### src/rtl/alu_arbiter_pkg.sv
// Shared definitions for the ALU arbiter: opcodes and FSM state encodings.
package alu_arbiter_pkg;

    localparam logic [2:0] OP_INC        = 3'd0;
    localparam logic [2:0] OP_ADD_RIPPLE = 3'd1;
    localparam logic [2:0] OP_ADD        = 3'd2;
    localparam logic [2:0] OP_ORXOR      = 3'd3;
    localparam logic [2:0] OP_ANY        = 3'd4;
    localparam logic [2:0] OP_CONCAT     = 3'd5;

    typedef enum logic [1:0] {
        S_IDLE = 2'd0,
        S_EXEC = 2'd1,
        S_RESP = 2'd2
    } state_t;

endpackage

### src/rtl/alu_core.sv
// Combinational 4-bit ALU; op 1 goes through an explicit full-adder chain.

module alu_fa (
    input  logic a,
    input  logic b,
    input  logic cin,
    output logic s,
    output logic cout
);
    assign s    = a ^ b ^ cin;
    assign cout = (a & b) | (cin & (a ^ b));
endmodule

module alu_rca4 (
    input  logic [3:0] a,
    input  logic [3:0] b,
    input  logic       cin,
    output logic [3:0] sum,
    output logic       cout
);
    logic [4:0] c;
    assign c[0] = cin;

    genvar i;
    generate
        for (i = 0; i < 4; i++) begin : g_fa
            alu_fa u_fa (
                .a    (a[i]),
                .b    (b[i]),
                .cin  (c[i]),
                .s    (sum[i]),
                .cout (c[i+1])
            );
        end
    endgenerate

    assign cout = c[4];
endmodule

module alu_core
    import alu_arbiter_pkg::*;
(
    input  logic [2:0] op,
    input  logic [3:0] a,
    input  logic [3:0] b,
    output logic [7:0] y
);
    logic [3:0] rc_sum;
    logic       rc_cout;

    alu_rca4 u_rca (
        .a    (a),
        .b    (b),
        .cin  (1'b0),
        .sum  (rc_sum),
        .cout (rc_cout)
    );

    // Function select; sums are zero-extended to the 8-bit result
    always_comb begin
        y = 8'h00;
        case (op)
            OP_INC:        y = {3'b000, {1'b0, a} + 5'd1};
            OP_ADD_RIPPLE: y = {3'b000, rc_cout, rc_sum};
            OP_ADD:        y = {3'b000, {1'b0, a} + {1'b0, b}};
            OP_ORXOR:      y = {a | b, a ^ b};
            OP_ANY:        y = {7'b0, |{a, b}};
            OP_CONCAT:     y = {a, b};
            default:       y = 8'h00;
        endcase
    end
endmodule

### src/rtl/alu_arbiter.sv
// Round-robin share of one ALU between two valid/ready requesters.
// One op in flight: IDLE grants, EXEC registers the result, RESP holds it.
module alu_arbiter
    import alu_arbiter_pkg::*;
#(
    parameter int CNT_W = 8
) (
    input  logic             clk,
    input  logic             reset,
    input  logic             req0_valid,
    output logic             req0_ready,
    input  logic [2:0]       req0_op,
    input  logic [3:0]       req0_a,
    input  logic [3:0]       req0_b,
    input  logic             req1_valid,
    output logic             req1_ready,
    input  logic [2:0]       req1_op,
    input  logic [3:0]       req1_a,
    input  logic [3:0]       req1_b,
    output logic             rsp_valid,
    input  logic             rsp_ready,
    output logic [7:0]       rsp_data,
    output logic             rsp_id,
    output logic             busy,
    output logic [CNT_W-1:0] op_count
);
    state_t     state;
    logic       prio;
    logic [2:0] op_q;
    logic [3:0] a_q;
    logic [3:0] b_q;
    logic       id_q;
    logic       any_valid;
    logic       winner;
    logic [7:0] alu_y;

    // Contention goes to prio; otherwise whoever is asking wins
    assign any_valid  = req0_valid | req1_valid;
    assign winner     = (req0_valid & req1_valid) ? prio : req1_valid;
    assign req0_ready = (state == S_IDLE) & any_valid & ~winner;
    assign req1_ready = (state == S_IDLE) & any_valid &  winner;
    assign busy       = (state != S_IDLE);

    alu_core u_alu (
        .op (op_q),
        .a  (a_q),
        .b  (b_q),
        .y  (alu_y)
    );

    // Arbitration FSM with registered response and completion counter
    always_ff @(posedge clk or posedge reset) begin
        if (reset) begin
            state     <= S_IDLE;
            prio      <= 1'b0;
            op_q      <= 3'd0;
            a_q       <= 4'd0;
            b_q       <= 4'd0;
            id_q      <= 1'b0;
            rsp_valid <= 1'b0;
            rsp_data  <= 8'h00;
            rsp_id    <= 1'b0;
            op_count  <= '0;
        end else begin
            case (state)
                S_IDLE: begin
                    if (any_valid) begin
                        op_q  <= winner ? req1_op : req0_op;
                        a_q   <= winner ? req1_a  : req0_a;
                        b_q   <= winner ? req1_b  : req0_b;
                        id_q  <= winner;
                        prio  <= ~winner;
                        state <= S_EXEC;
                    end
                end
                S_EXEC: begin
                    rsp_data  <= alu_y;
                    rsp_id    <= id_q;
                    rsp_valid <= 1'b1;
                    state     <= S_RESP;
                end
                S_RESP: begin
                    if (rsp_ready) begin
                        rsp_valid <= 1'b0;
                        op_count  <= op_count + 1'b1;
                        state     <= S_IDLE;
                    end
                end
                default: state <= S_IDLE;
            endcase
        end
    end
endmodule

### config.mk
export PLATFORM = sky130hd
export DESIGN_NAME = alu_arbiter
export DESIGN_NICKNAME = d
export VERILOG_FILES = /design/src/rtl/alu_arbiter_pkg.sv /design/src/rtl/alu_core.sv /design/src/rtl/alu_arbiter.sv
export SDC_FILE = /design/constraint.sdc
export NUM_CORES = 1
export LEC_CHECK = 0
export CAP_MARGIN = 15
export CORE_ASPECT_RATIO = 0.6
export CORE_UTILIZATION = 44
export CTS_CLUSTER_DIAMETER = 120
export CTS_CLUSTER_SIZE = 16
export DETAILED_ROUTE_END_ITERATION = 10
export GPL_TIMING_DRIVEN = 0
export HOLD_SLACK_MARGIN = 0.05
export MAX_ROUTING_LAYER = met4
export PLACE_DENSITY = 0.85
export SLEW_MARGIN = 20
export SYNTH_ARGS = -nofsm -noshare
export SYNTH_HDL_FRONTEND = slang
export SYNTH_SLANG_ARGS = --single-unit
### constraint.sdc
create_clock -name clk -period 2 [get_ports clk]
set_clock_uncertainty 0.05 [all_clocks]
set_input_delay 0.2 -clock clk [delete_from_list [all_inputs] [get_ports clk]]
set_output_delay 0.2 -clock clk [all_outputs]
set_load 0.02 [all_outputs]
After elaboration in Yosys (flattened, before gate mapping):

Cells that the tools add are included.

* input bits: 27
* register bits: 33
* output and inout bits: 21
* word-level logic and storage cells: 66

* reductions and logical operators: 9
* bitwise gates (word level): 25
* eq/ne operators: 9
* muxes and demuxes: 10
* add/subtract/negate cells: 3

Operators with widths (number)
* one-hot mux 8 bit (6 select lines): 1
* AND 1 bit: 11
* adder 8 x 1 -> 8 bit (second input constant): 1
* two-way mux 4 bit: 2
* AND reduction 2 bit: 4
* OR reduction 8 bit: 1
* XOR 1 bit: 7
* equality test 3 x 2 -> 1 bit (second input constant): 2
* equality test 3 bit (second input constant): 2
* one-hot mux 2 bit (3 select lines): 1
* adder 4 x 1 -> 5 bit (second input constant): 1
* adder 4 x 4 -> 5 bit: 1
* two-way mux 2 bit: 2
* != test 2 bit (second input constant): 2
* OR 1 bit: 4
* OR 4 bit: 1
* nonzero test 2 bit: 2
* XOR 4 bit: 1
* equality test 3 x 1 -> 1 bit (second input constant): 1
* zero test 3 bit: 1
* two-way mux 3 bit: 1
* equality test 2 x 1 -> 1 bit (second input constant): 1
* equality test 2 bit (second input constant): 1
* zero test 2 bit: 1
* other kinds (3): 4

Longest topological paths before layout:

* depth in word-level cells: 8
* depth in mapped cells: 12
* depth with buffers taken out: 10

Modules after synthesis:

Synthesis repeated with hierarchy kept, for this count alone.

* cell total of the unflattened synthesis: 202
* area total of the unflattened synthesis: 2038.2 sq um

By module, submodules not included
* alu_arbiter: cells an instance 127, area an instance 1481.4 sq um, sequential area each 825.8 sq um, times used 1
* alu_core: cells an instance 71, area an instance 476.7 sq um, sequential area each 0.0 sq um, times used 1
* alu_fa: cells an instance 1, area an instance 20.0 sq um, sequential area each 0.0 sq um, times used 4

Worst setup path before layout:

No wires, ideal clock.

* path kind: register to register
* start point: register a_q[0]
* end point: register rsp_data[3]
* path buffers: 0
* stages on the path, launching flop included: 11
* path slack: -0.151 ns
* period minus slack after synthesis: 2.151 ns
* library setup time: 0.131 ns
* arrival: 1.970 ns
* data required time: 1.819 ns
* path through: dfrtp_1 ha_1 inv_1 fa_1 inv_1 fa_1 fa_1 mux2i_1 o22ai_1 nand3_1 o211ai_1

* longest elaborated chain between the ends: 7
* elaborated cells on any way between the ends: 9
* classes of those cells: add/sub: 2; mux: 1; bitwise: 6

RTL lines
* from (decl): RTL line alu_arbiter.sv:30 `logic [3:0] a_q;`
* from (signal assigned): RTL line alu_arbiter.sv:69 `a_q <= winner ? req1_a : req0_a;`
* AND 1 bit (2 in series): RTL line alu_core.sv:11 `assign cout = (a & b) | (cin & (a ^ b));`
* OR 1 bit: RTL line alu_core.sv:11
* AND 1 bit: RTL line alu_core.sv:11
* OR 1 bit: RTL line alu_core.sv:11
* XOR 1 bit: RTL line alu_core.sv:10 `assign s = a ^ b ^ cin;`
* one-hot mux 8 bit (6 select lines) (*): RTL line alu_core.sv:62 `case (op)`
* to (signal assigned): RTL line alu_arbiter.sv:77 `rsp_data <= alu_y;`
* to (decl): RTL line alu_arbiter.sv:22 `output logic [7:0] rsp_data,`

Mark *: on every way between the ends. The rest lies on a longest branch, timed or not.
A chain may end at the register's enable or synchronous reset.

Worst setup path in the final report:

Same ends and word-level chain as after synthesis.

==> results_dict.tcl <==
set metrics [dict create \
    grt_pass1_wl_mm 7.55 \
    fmax_ghz 0.447 \
    cts_tree "done" \
    grt_pass1_vias 1594 \
    firstDrtPassIters 8 \
    vias_per_cell 5.21 \
    nFillCells 322 \
    die_w_um 86.2 \
    drive_gt1_frac 0.161 \
    ir_worst_vdd_v 0.000696 \
    ys_seq_area_frac 0.441 \
    critPathKind "flop to flop" \
    ant_nets 0 \
    multi_input_area_um2 925 \
    io_pins 48 \
    holdCritPathClass "input pin to async pin" \
    yosys.cell_types.count 36 \
    synth_top_cells_by_count "33 x dfrtp_1, 31 x inv_1, 18 x nand2_1" \
    power.share.clock 0.115 \
    wl_met3_um 303 \
    slew_headroom 0.557 \
    antenna_found_initial 0 \
    area_growth_pct 39.8 \
    drc_errors 0 \
    worstPathRequired_ns 2.10 \
    htreeDepth 2 \
    slew_violations 0 \
    worstPathArrival_ns 2.34 \
    cts_sinks 33 \
    min_period_ns 2.24 \
    path_clk_slew_ns 0.06 \
    drv_cap 0 \
    num_vias 1621 \
    track_usage 0.231 \
    pre_cts_ws_ns -0.340 \
    drtIter0Drc 178 \
    min_period_over_period 1.12 \
    clk_latency_ns 0.27 \
    regArea_um2 828 \
    postLayoutCellArea_um2 2620 \
    cp_max_fo 2 \
    synth_edf_count 0 \
    synthCells 191 \
    power.share.switching 0.430 \
    n_antenna_cell 0 \
    root_buffer "clkbuf_8" \
    rsz0062_at_grt "true" \
    hold_viol 0 \
    rows 17 \
    violations "setup timing" \
    io_buffers 47 \
    synth_async_sr_flop_share 1.00 \
    dieArea_um2 4530 \
    ys_warn_count 0 \
    route.final.wire_length_mm 4.47 \
    utilization 0.676 \
    fin_nets 294 \
    die-height_um 52.5 \
    synth_most_common_cell "dfrtp_1" \
    finalSetupViolations 2 \
    start_kind "flop" \
    coreArea_um2 3870 \
    synth_area_leaders "dfrtp_1 44%, ha_1 6.7%, inv_1 6.2%" \
    seq_power_share 0.301 \
    cts_buffer_depth 2 \
    syn_nets 232 \
    drt-met1-wl_mm 2.27 \
    p_comb_frac 0.584 \
    grt_max_degree 34 \
    final.setup.worst_slack_ns -0.237 \
    syn-mean-instance-area_um2 9.80 \
    start_util 0.484 \
    status "complete, but fails checks" \
    tightest_slew_ns 0.664 \
    leakage_nw 1.23 \
    p_per_area_nw_per_um2 1560 \
    switching_power_mw 1.75 \
    p_int_mw 2.32 \
    ys.flop_type "dfrtp_1" \
    met2_length_mm 1.88 \
    dp_hpwl_mm 3.40 \
    grt-ovfl-total 0 \
    syn_area_um2 1870 \
    wl_per_cell_um 14.4 \
    synth_top_area_share 0.441 \
    synth_top_cell_by_area "dfrtp_1" \
    cts-buffers-inserted 5 \
    routed.top_layer "met4" \
    gp_congestion 0.874 \
    endpoint_kind "flop" \
    ys_seq_elements 33 \
    dpl-instance-area_um2 2430 \
]
[per-layer routing]
metal / vias to the layer above / global-route usage
met5: - / -
met4: 0 / 0.0417
met3: 2 / 0.0520
met2: 69 / 0.331
met1: 765 / 0.338
li1: 785 / -
[worst paths after layout]
path | startpoint | endpoint | slack (ns) | cells after the start
setup / recovery | a_q[0] | rsp_data[3] | -0.24 | 10
hold / removal | reset | id_q | 0.30 | 2
setup reg to reg | a_q[0] | rsp_data[3] | -0.24 | 10
hold reg to reg | rsp_data[5] | rsp_data[5] | 0.43 | 2
max in group asynchronous | reset | state[1] | 1.14 | 2
min in group clk | rsp_data[5] | rsp_data[5] | 0.43 | 2
[per-stage QoR]
step | hold slack (ns) | TNS [ns] | power [mW] | cells
after global routing | 0.367 | -0.773 | 4.39 | 311
after global placement | 0.404 | -0.869 | 3.25 | 295
after CTS | 0.314 | -0.515 | 3.98 | 311
final | 0.298 | -0.425 | 4.07 | 311
after detailed placement | 0.417 | -1.05 | 3.34 | 295
after floorplan | 0.257 | -0.126 | 2.61 | 191
[layout make-up]
class,count,share of cell area
Timing Repair Buffer,57,0.209
Inverter,31,0.0445
Tap cell,57,0.0273
Multi-Input combinational cell,119,0.353
Sequential cell,33,0.317
Buffer,6,0.0191
Clock buffer,8,0.0306
[cells in the final DEF, fill, tap and decap left out, types with 2 or more instances in the layout]
master	Yosys	routed
ha_1	10	8
nand3b_1	2	2
nand4_1	3	3
buf_4	0	10
a31oi_1	2	2
o211ai_1	2	2
nor3_1	3	3
mux2i_1	4	4
a21o_1	4	4
nand2_1	18	17
o22ai_1	2	2
a222oi_1	11	11
dfrtp_1	33	31
xor2_1	4	4
clkbuf_1	2	4
fa_2	0	3
clkdlybuf4s50_1	0	45
dfrtp_2	0	2
o21ai_1	0	3
nor2_4	0	2
a21oi_1	7	7
nand3_1	4	4
nor2_1	10	9
o21ai_0	9	6
clkbuf_8	0	5
inv_2	0	5
nand2b_1	3	2
buf_6	2	3
xnor2_1	5	5
inv_1	31	26
[kinds of logic (layout without fill, tap and decap cells)]
| group | after synthesis | after routing | synth area share |
|---|---|---|---|
| AND/OR/NAND/NOR | 51 | 51 | 0.138 |
| AO/OA/AOI/OAI | 40 | 40 | 0.153 |
| buffers and inverters | 39 | 102 | 0.0889 |
| flip-flops | 33 | 33 | 0.441 |
| adder cells (fa/ha/maj) | 14 | 14 | 0.110 |
| XOR/XNOR | 9 | 9 | 0.0421 |
| multiplexers | 5 | 5 | 0.0274 |
[state kept, by name (all words and copies together), names as in the netlist]
| register | count |
|---|---|
| id_q | 1 |
| op_q | 3 |
| b_q | 4 |
| op_count | 8 |
| rsp_data | 8 |
| state | 2 |
| rsp_valid | 1 |
| rsp_id | 1 |
| prio | 1 |
| a_q | 4 |
[critical path, cell delays in order (launching register included)]
cell	delay (ns)
dfrtp_1	0.38
ha_2	0.19
inv_2	0.05
fa_2	0.19
inv_2	0.04
fa_2	0.33
fa_1	0.43
mux2i_1	0.18
o22ai_1	0.12
nand3_1	0.08
o211ai_1	0.08
[power groups by stage]
stage | registers, mW | logic (mW) | clock network [mW]
4_1_cts | 1.19 | 2.31 | 0.476
3_5_place_dp | 1.24 | 2.10 | 0
6_report | 1.22 | 2.38 | 0.469
3_3_place_gp | 1.22 | 2.02 | 0
5_1_grt | 1.26 | 2.62 | 0.510
2_1_floorplan | 1.29 | 1.32 | 0
[repair_timing]
action                                  4_1_cts  5_1_grt
pin swaps                                     2       12
gates resized for setup                      12       15
endpoints found under the setup margin        6        6
buffers inserted                              8        2
hold buffers                                  0        0
Power figures use the tool's default switching activity.
==> patch 1: new RTL, config.mk and constraints unchanged <==
Change the parameter `CNT_W` from 8 to 12.
--- a/src/rtl/alu_arbiter.sv
+++ b/src/rtl/alu_arbiter.sv
@@ -4,5 +4,5 @@
     import alu_arbiter_pkg::*;
 #(
-    parameter int CNT_W = 8
+    parameter int CNT_W = 12
 ) (
     input  logic             clk,
Interface: changed (resized op_count); port bits go from 48 to 52. The function was not compared with the original's and may differ.
==> patch 1 against the unedited design <==
The flow still finishes with violations (setup timing); sequential cell count grew 4; cell area grew 9.3%; power grew 9.3%; utilization shrank 1.1 points; setup slack lost 0.15 ns; routed wire length grew 7.7%; die area grew 9.9%; synthesized area grew 10%; first-iteration DRC count shrank 21%; critical endpoint unchanged; largest power group unchanged; highest routed layer unchanged.
==> patch 1: results (changes against the unedited design) <==
* Multi-input gate area at 1040 sq um (was 925 sq um)
* Worst-case reg-to-reg path depth at 7 (was 10)
* First-pass GRT wire length at 7740 um (was 7550 um)
* Layout cells sized above 1 at 0.145 (was 0.161)
* Fin Setup TNS at -0.838 ns (was -0.425 ns)
* Setup violators final at 3 (was 2)
* CTS H-tree lvls at 2 (unchanged)
* Sequential cell area fraction in the yosys report at 0.449 (was 0.441)
* Largest net degree at the start of global routing at 38 (was 34)
* Count of cell types in the netlist at 42 (was 36)
* Overall routing resource usage at 0.215 (was 0.231)
* Fill cell count at 331 (was 322)
* Worst path top cell family by delay: adder cells (unchanged)
* Pre-antenna DRT Iters at 5 (was 8)
* WL per Instance at 14.9 um (was 14.4 um)
* Final Slew Violations at 0 (unchanged)
* Vias in the first global route at 1571 (was 1594)
* Final setup margin at -0.383 ns (was -0.237 ns)
* Initial drt markers at 141 (was 178)
* Gpl congestion at 0.948 (was 0.874)
* Port-buffer cells at 51 (was 47)
* Run status: complete, but fails checks (unchanged)
* Via density at 5.25 (was 5.21)
* Yosys Warn Count at 0 (unchanged)
* Met2 global-route usage at 0.307 (was 0.331)
* Max IR drop VDD at 696 uV (about the same)
* Slew of the pin with the lowest slew margin at 0.752 ns (was 0.664 ns)
* Ys async rst share at 1.00 (unchanged)
* Worst hold margin at 0.313 ns (was 0.298 ns)
* Nets at 302 (was 294)
* Crit-path max cell delay at 0.48 ns (was 0.43 ns)
* DPL Wire Length at 3610 um (was 3400 um)
* WP data arrival at 2.54 ns (was 2.34 ns)
* Worst-Skew Late Latency at 0.29 ns (was 0.27 ns)
* Mean Syn Cell Area at 10.3 sq um (was 9.80 sq um)
* Placed Cells at 312 (was 295)
* Post-Place Setup Slack at -0.440 ns (was -0.340 ns)
* Leakage power at 0.00132 uW (was 0.00123 uW)
* Violated checks: setup timing (unchanged)
* Via count at 1690 (was 1621)
* Initial antenna violation count at 0 (unchanged)
* Worst setup path start: b_q[0] (was a_q[0])
* Post-Synthesis Net Count at 242 (was 232)
* Synth area leaders: dfrtp_1 45%, ha_1 6.1%, a222oi_1 5.3%, inv_1 4.5%, fa_1 3.9% (was dfrtp_1 44%, ha_1 6.7%, inv_1 6.2%, a222oi_1 5.9%, fa_1 4.3%)
* Placed inst area at 2660 sq um (was 2430 sq um)
* Commonest cells in the netlist: 37 x dfrtp_1, 25 x inv_1, 17 x nand2_1 (was 33 x dfrtp_1, 31 x inv_1, 18 x nand2_1)
* Biggest regs: op_count: 12 flops, rsp_data: 8 flops (was op_count: 8 flops, rsp_data: 8 flops)
* Setup crit end: rsp_data[3] (unchanged)
* Met3 GRT Util at 0.0546 (was 0.0520)
* Met1 usage at 0.305 (was 0.338)
==> patch 1: changes by cell type in the layout (fill, tap and decap cells not counted), sizes merged, moves of 5 or more <==
| cell | before | now |
|---|---|---|
| clkbuf | 10 | 5 |
| inv | 31 | 25 |
| buf | 14 | 9 |
| and3 | 2 | 7 |
| nand3 | 4 | 9 |
==> patch 1: timing repair <==
action                                  in CTS  in global routing
resized for setup                           10                  5
pin swaps                                    2                  4
endpoints found under the setup margin       6                  5
setup buffers                                3                  0
==> patch 1: power by group <==
group,total (uW),switching (uW),internal (uW)
Sequential,1370,356,1020
Combinational,2320,1200,1120
Clock,760,264,495
Total,4450,1820,2630
==> patch 1: cells by family after synthesis <==
kind of cell | synth area share
xor gates and xnor gates | 0.0509
AOI/OAI and AO/OA | 0.135
and+or+nand+nor | 0.164
DFF | 0.449
buffers and inverters | 0.0722
muxes | 0.0297
adders and majority gates | 0.0995
==> patch 1: worst reg2reg max path, cell delays in order (launching register included) <==
cell and delay (ns):
dfrtp_1 0.42, ha_4 0.18, fa_2 0.33, fa_2 0.34, fa_1 0.48, mux2i_1 0.06, o31a_1 0.28, a31oi_1 0.17
==> patch 1: metal layers <==
metal  wire length [um]  vias up
met5                  0        -
met4                 54        0
met3                327        9
met2               1990       76
met1               2440      779
li1                   -      826
==> patch 1: cell type report <==
class,instances,share of cell area
Buffer,6,0.0193
Multi-Input combinational cell,132,0.365
Clock inverter,3,0.0228
Sequential cell,37,0.324
Clock buffer,5,0.0241
Inverter,25,0.0328
Tap cell,60,0.0263
Timing Repair Buffer,54,0.186
==> patch 2: new RTL, config.mk and constraints unchanged <==
Made on the original files. The 3 states of `state_t` get a one-hot encoding in 3 bits.
--- a/src/rtl/alu_arbiter_pkg.sv
+++ b/src/rtl/alu_arbiter_pkg.sv
@@ -9,8 +9,8 @@
     localparam logic [2:0] OP_CONCAT     = 3'd5;
 
-    typedef enum logic [1:0] {
-        S_IDLE = 2'd0,
-        S_EXEC = 2'd1,
-        S_RESP = 2'd2
+    typedef enum logic [2:0] {
+        S_IDLE = 3'b001,
+        S_EXEC = 3'b010,
+        S_RESP = 3'b100
     } state_t;
 
Behaviour: no difference found for any inputs over 10 cycles, from zero or initial values and one cycle with reset high; not proved beyond that.
==> patch 2 against the unedited design <==
The flow still finishes with violations (setup timing); maximum frequency down 6.1%; via count up 3.5%; routed wire length up 10%; count of clock-buffer cells in the layout down 1; setup slack worse by 0.15 ns; power up 4.0%; clock power up 12%; synthesized area up 3.7%; sequential cell count up 1; cell area up 6.2%; largest cell class unchanged.
==> patch 2: results (changes against the unedited design) <==
* # diodes at 0 (unchanged)
* Sequential cell area fraction in the yosys report at 0.439 (was 0.441)
* Nets at 298 (was 294)
* Biggest regs: op_count: 8 flops, rsp_data: 8 flops (unchanged)
* Post-Synthesis Net Count at 232 (unchanged)
* Overall routing resource usage at 0.232 (was 0.231)
* First-pass GRT wire length at 7370 um (was 7550 um)
* Num CTS Buffers at 5 (unchanged)
* Setup violators final at 4 (was 2)
* Internal power at 2470 uW (was 2320 uW)
* Pre-antenna DRT Iters at 6 (was 8)
* Ys async rst share at 1.00 (unchanged)
* Layout cells sized above 1 at 0.213 (was 0.161)
* Clock network power share at 0.125 (was 0.115)
* Fill cell count at 319 (was 322)
* Worst setup path start: b_q[0] (was a_q[0])
* Synth area leaders: dfrtp_1 43%, ha_1 6.4%, a222oi_1 5.7%, inv_1 5.6%, fa_1 4.1% (was dfrtp_1 44%, ha_1 6.7%, inv_1 6.2%, a222oi_1 5.9%, fa_1 4.3%)
* Vias in the first global route at 1503 (was 1594)
* Relative slew slack at 0.539 (was 0.557)
* Crit Reg-Reg Endpoint: rsp_data[3] (unchanged)
* Initial drt markers at 125 (was 178)
* Commonest cells in the netlist: 33 x dfrtp_1, 29 x inv_1, 12 x nand2_1 (was 33 x dfrtp_1, 31 x inv_1, 18 x nand2_1)
* CTS H-tree lvls at 2 (unchanged)
* Crit-path max cell delay at 0.40 ns (was 0.43 ns)
* Hold crit path type: in -> async (unchanged)
* Clock Path Buffers at 2 (unchanged)
* WP data arrival at 2.50 ns (was 2.34 ns)
* Port-buffer cells at 47 (unchanged)
* Switch share at 0.416 (was 0.430)
* Worst hold margin at 0.284 ns (was 0.298 ns)
* DPL Wire Length at 3250 um (was 3400 um)
* Crit Path Max Fanout at 2 (unchanged)
* Final setup margin at -0.382 ns (was -0.237 ns)
* WL final at 4920 um (was 4470 um)
* Reg-to-Reg Start: b_q[0] (was a_q[0])
* Worst-case reg-to-reg path depth at 10 (unchanged)
* Root buffer selected by CTS: clkbuf_8 (unchanged)
* Leakage power at 0.00130 uW (was 0.00123 uW)
* Largest net degree at the start of global routing at 35 (was 34)
* Sequential logic power at 1200 uW
* Worst-Skew Late Latency at 0.29 ns (was 0.27 ns)
* Via count at 1677 (was 1621)
* Max IR drop VDD at 756 uV (was 696 uV)
* Gpl congestion at 0.874 (about the same)
* Violated checks: setup timing (unchanged)
* Run status: complete, but fails checks (unchanged)
* Post-Place Setup Slack at -0.515 ns (was -0.340 ns)
* Count of cell types in the netlist at 47 (was 36)
## patch 2: changes by cell type in the layout (fill, tap and decap cells not counted), moves of 4 or more
cell / unedited run / this run
nand2_1: 17 / 12
buf_4: 10 / 15
nor2b_1: 1 / 5
o21ai_0: 6 / 1
## patch 2: cell type report
class,count,area (sq um),area share
Buffer,8,72.6,0.0261
Tap cell,60,75.1,0.0270
Timing Repair Buffer,61,579,0.209
Sequential cell,34,855,0.308
Clock buffer,7,86.3,0.0311
Multi-Input combinational cell,118,996,0.359
Clock inverter,1,5.00,0.00180
Inverter,29,109,0.0392
## patch 2: stage by stage
step,std cells,cell area [sq um],TNS [ns]
final,318,2780,-0.816
after detailed placement,298,2510,-1.69
after CTS,312,2700,-0.841
after floorplan,191,1960,-0.514
after global placement,298,2510,-1.54
after global routing,318,2780,-1.10
## patch 2: kinds of logic (layout without fill, tap and decap cells)
family / Yosys count / count (layout) / share of synthesized area
AOI/OAI and AO/OA: 39 / 39 / 0.148
xor gates and xnor gates: 9 / 9 / 0.0406
adders and majority gates: 14 / 14 / 0.106
buffers and inverters: 39 / 106 / 0.0889
DFF: 34 / 34 / 0.439
muxes: 4 / 4 / 0.0219
and+or+nand+nor: 52 / 52 / 0.156
## patch 2: per-layer routing
metal  wire [um]  GRT usage
met1        2330      0.313
met2        2090      0.310
met3         443     0.0936
met4          55     0.0820
met5           0          -
## patch 2: how the worst max path moves through the flow
stage	end	slack, ns	cells after the start
floorplan	rsp_data[3]	-0.28	10
global placement	rsp_data[3]	-0.44	10
detailed placement	rsp_data[3]	-0.52	10
CTS	rsp_data[3]	-0.38	10
global route	rsp_data[3]	-0.43	10
finish	rsp_data[3]	-0.38	10
## patch 2: timing repair
action,CTS,global route
endpoints found under the setup margin,7,6
pin swaps,0,10
setup buffers,6,8
gates resized for setup,23,9
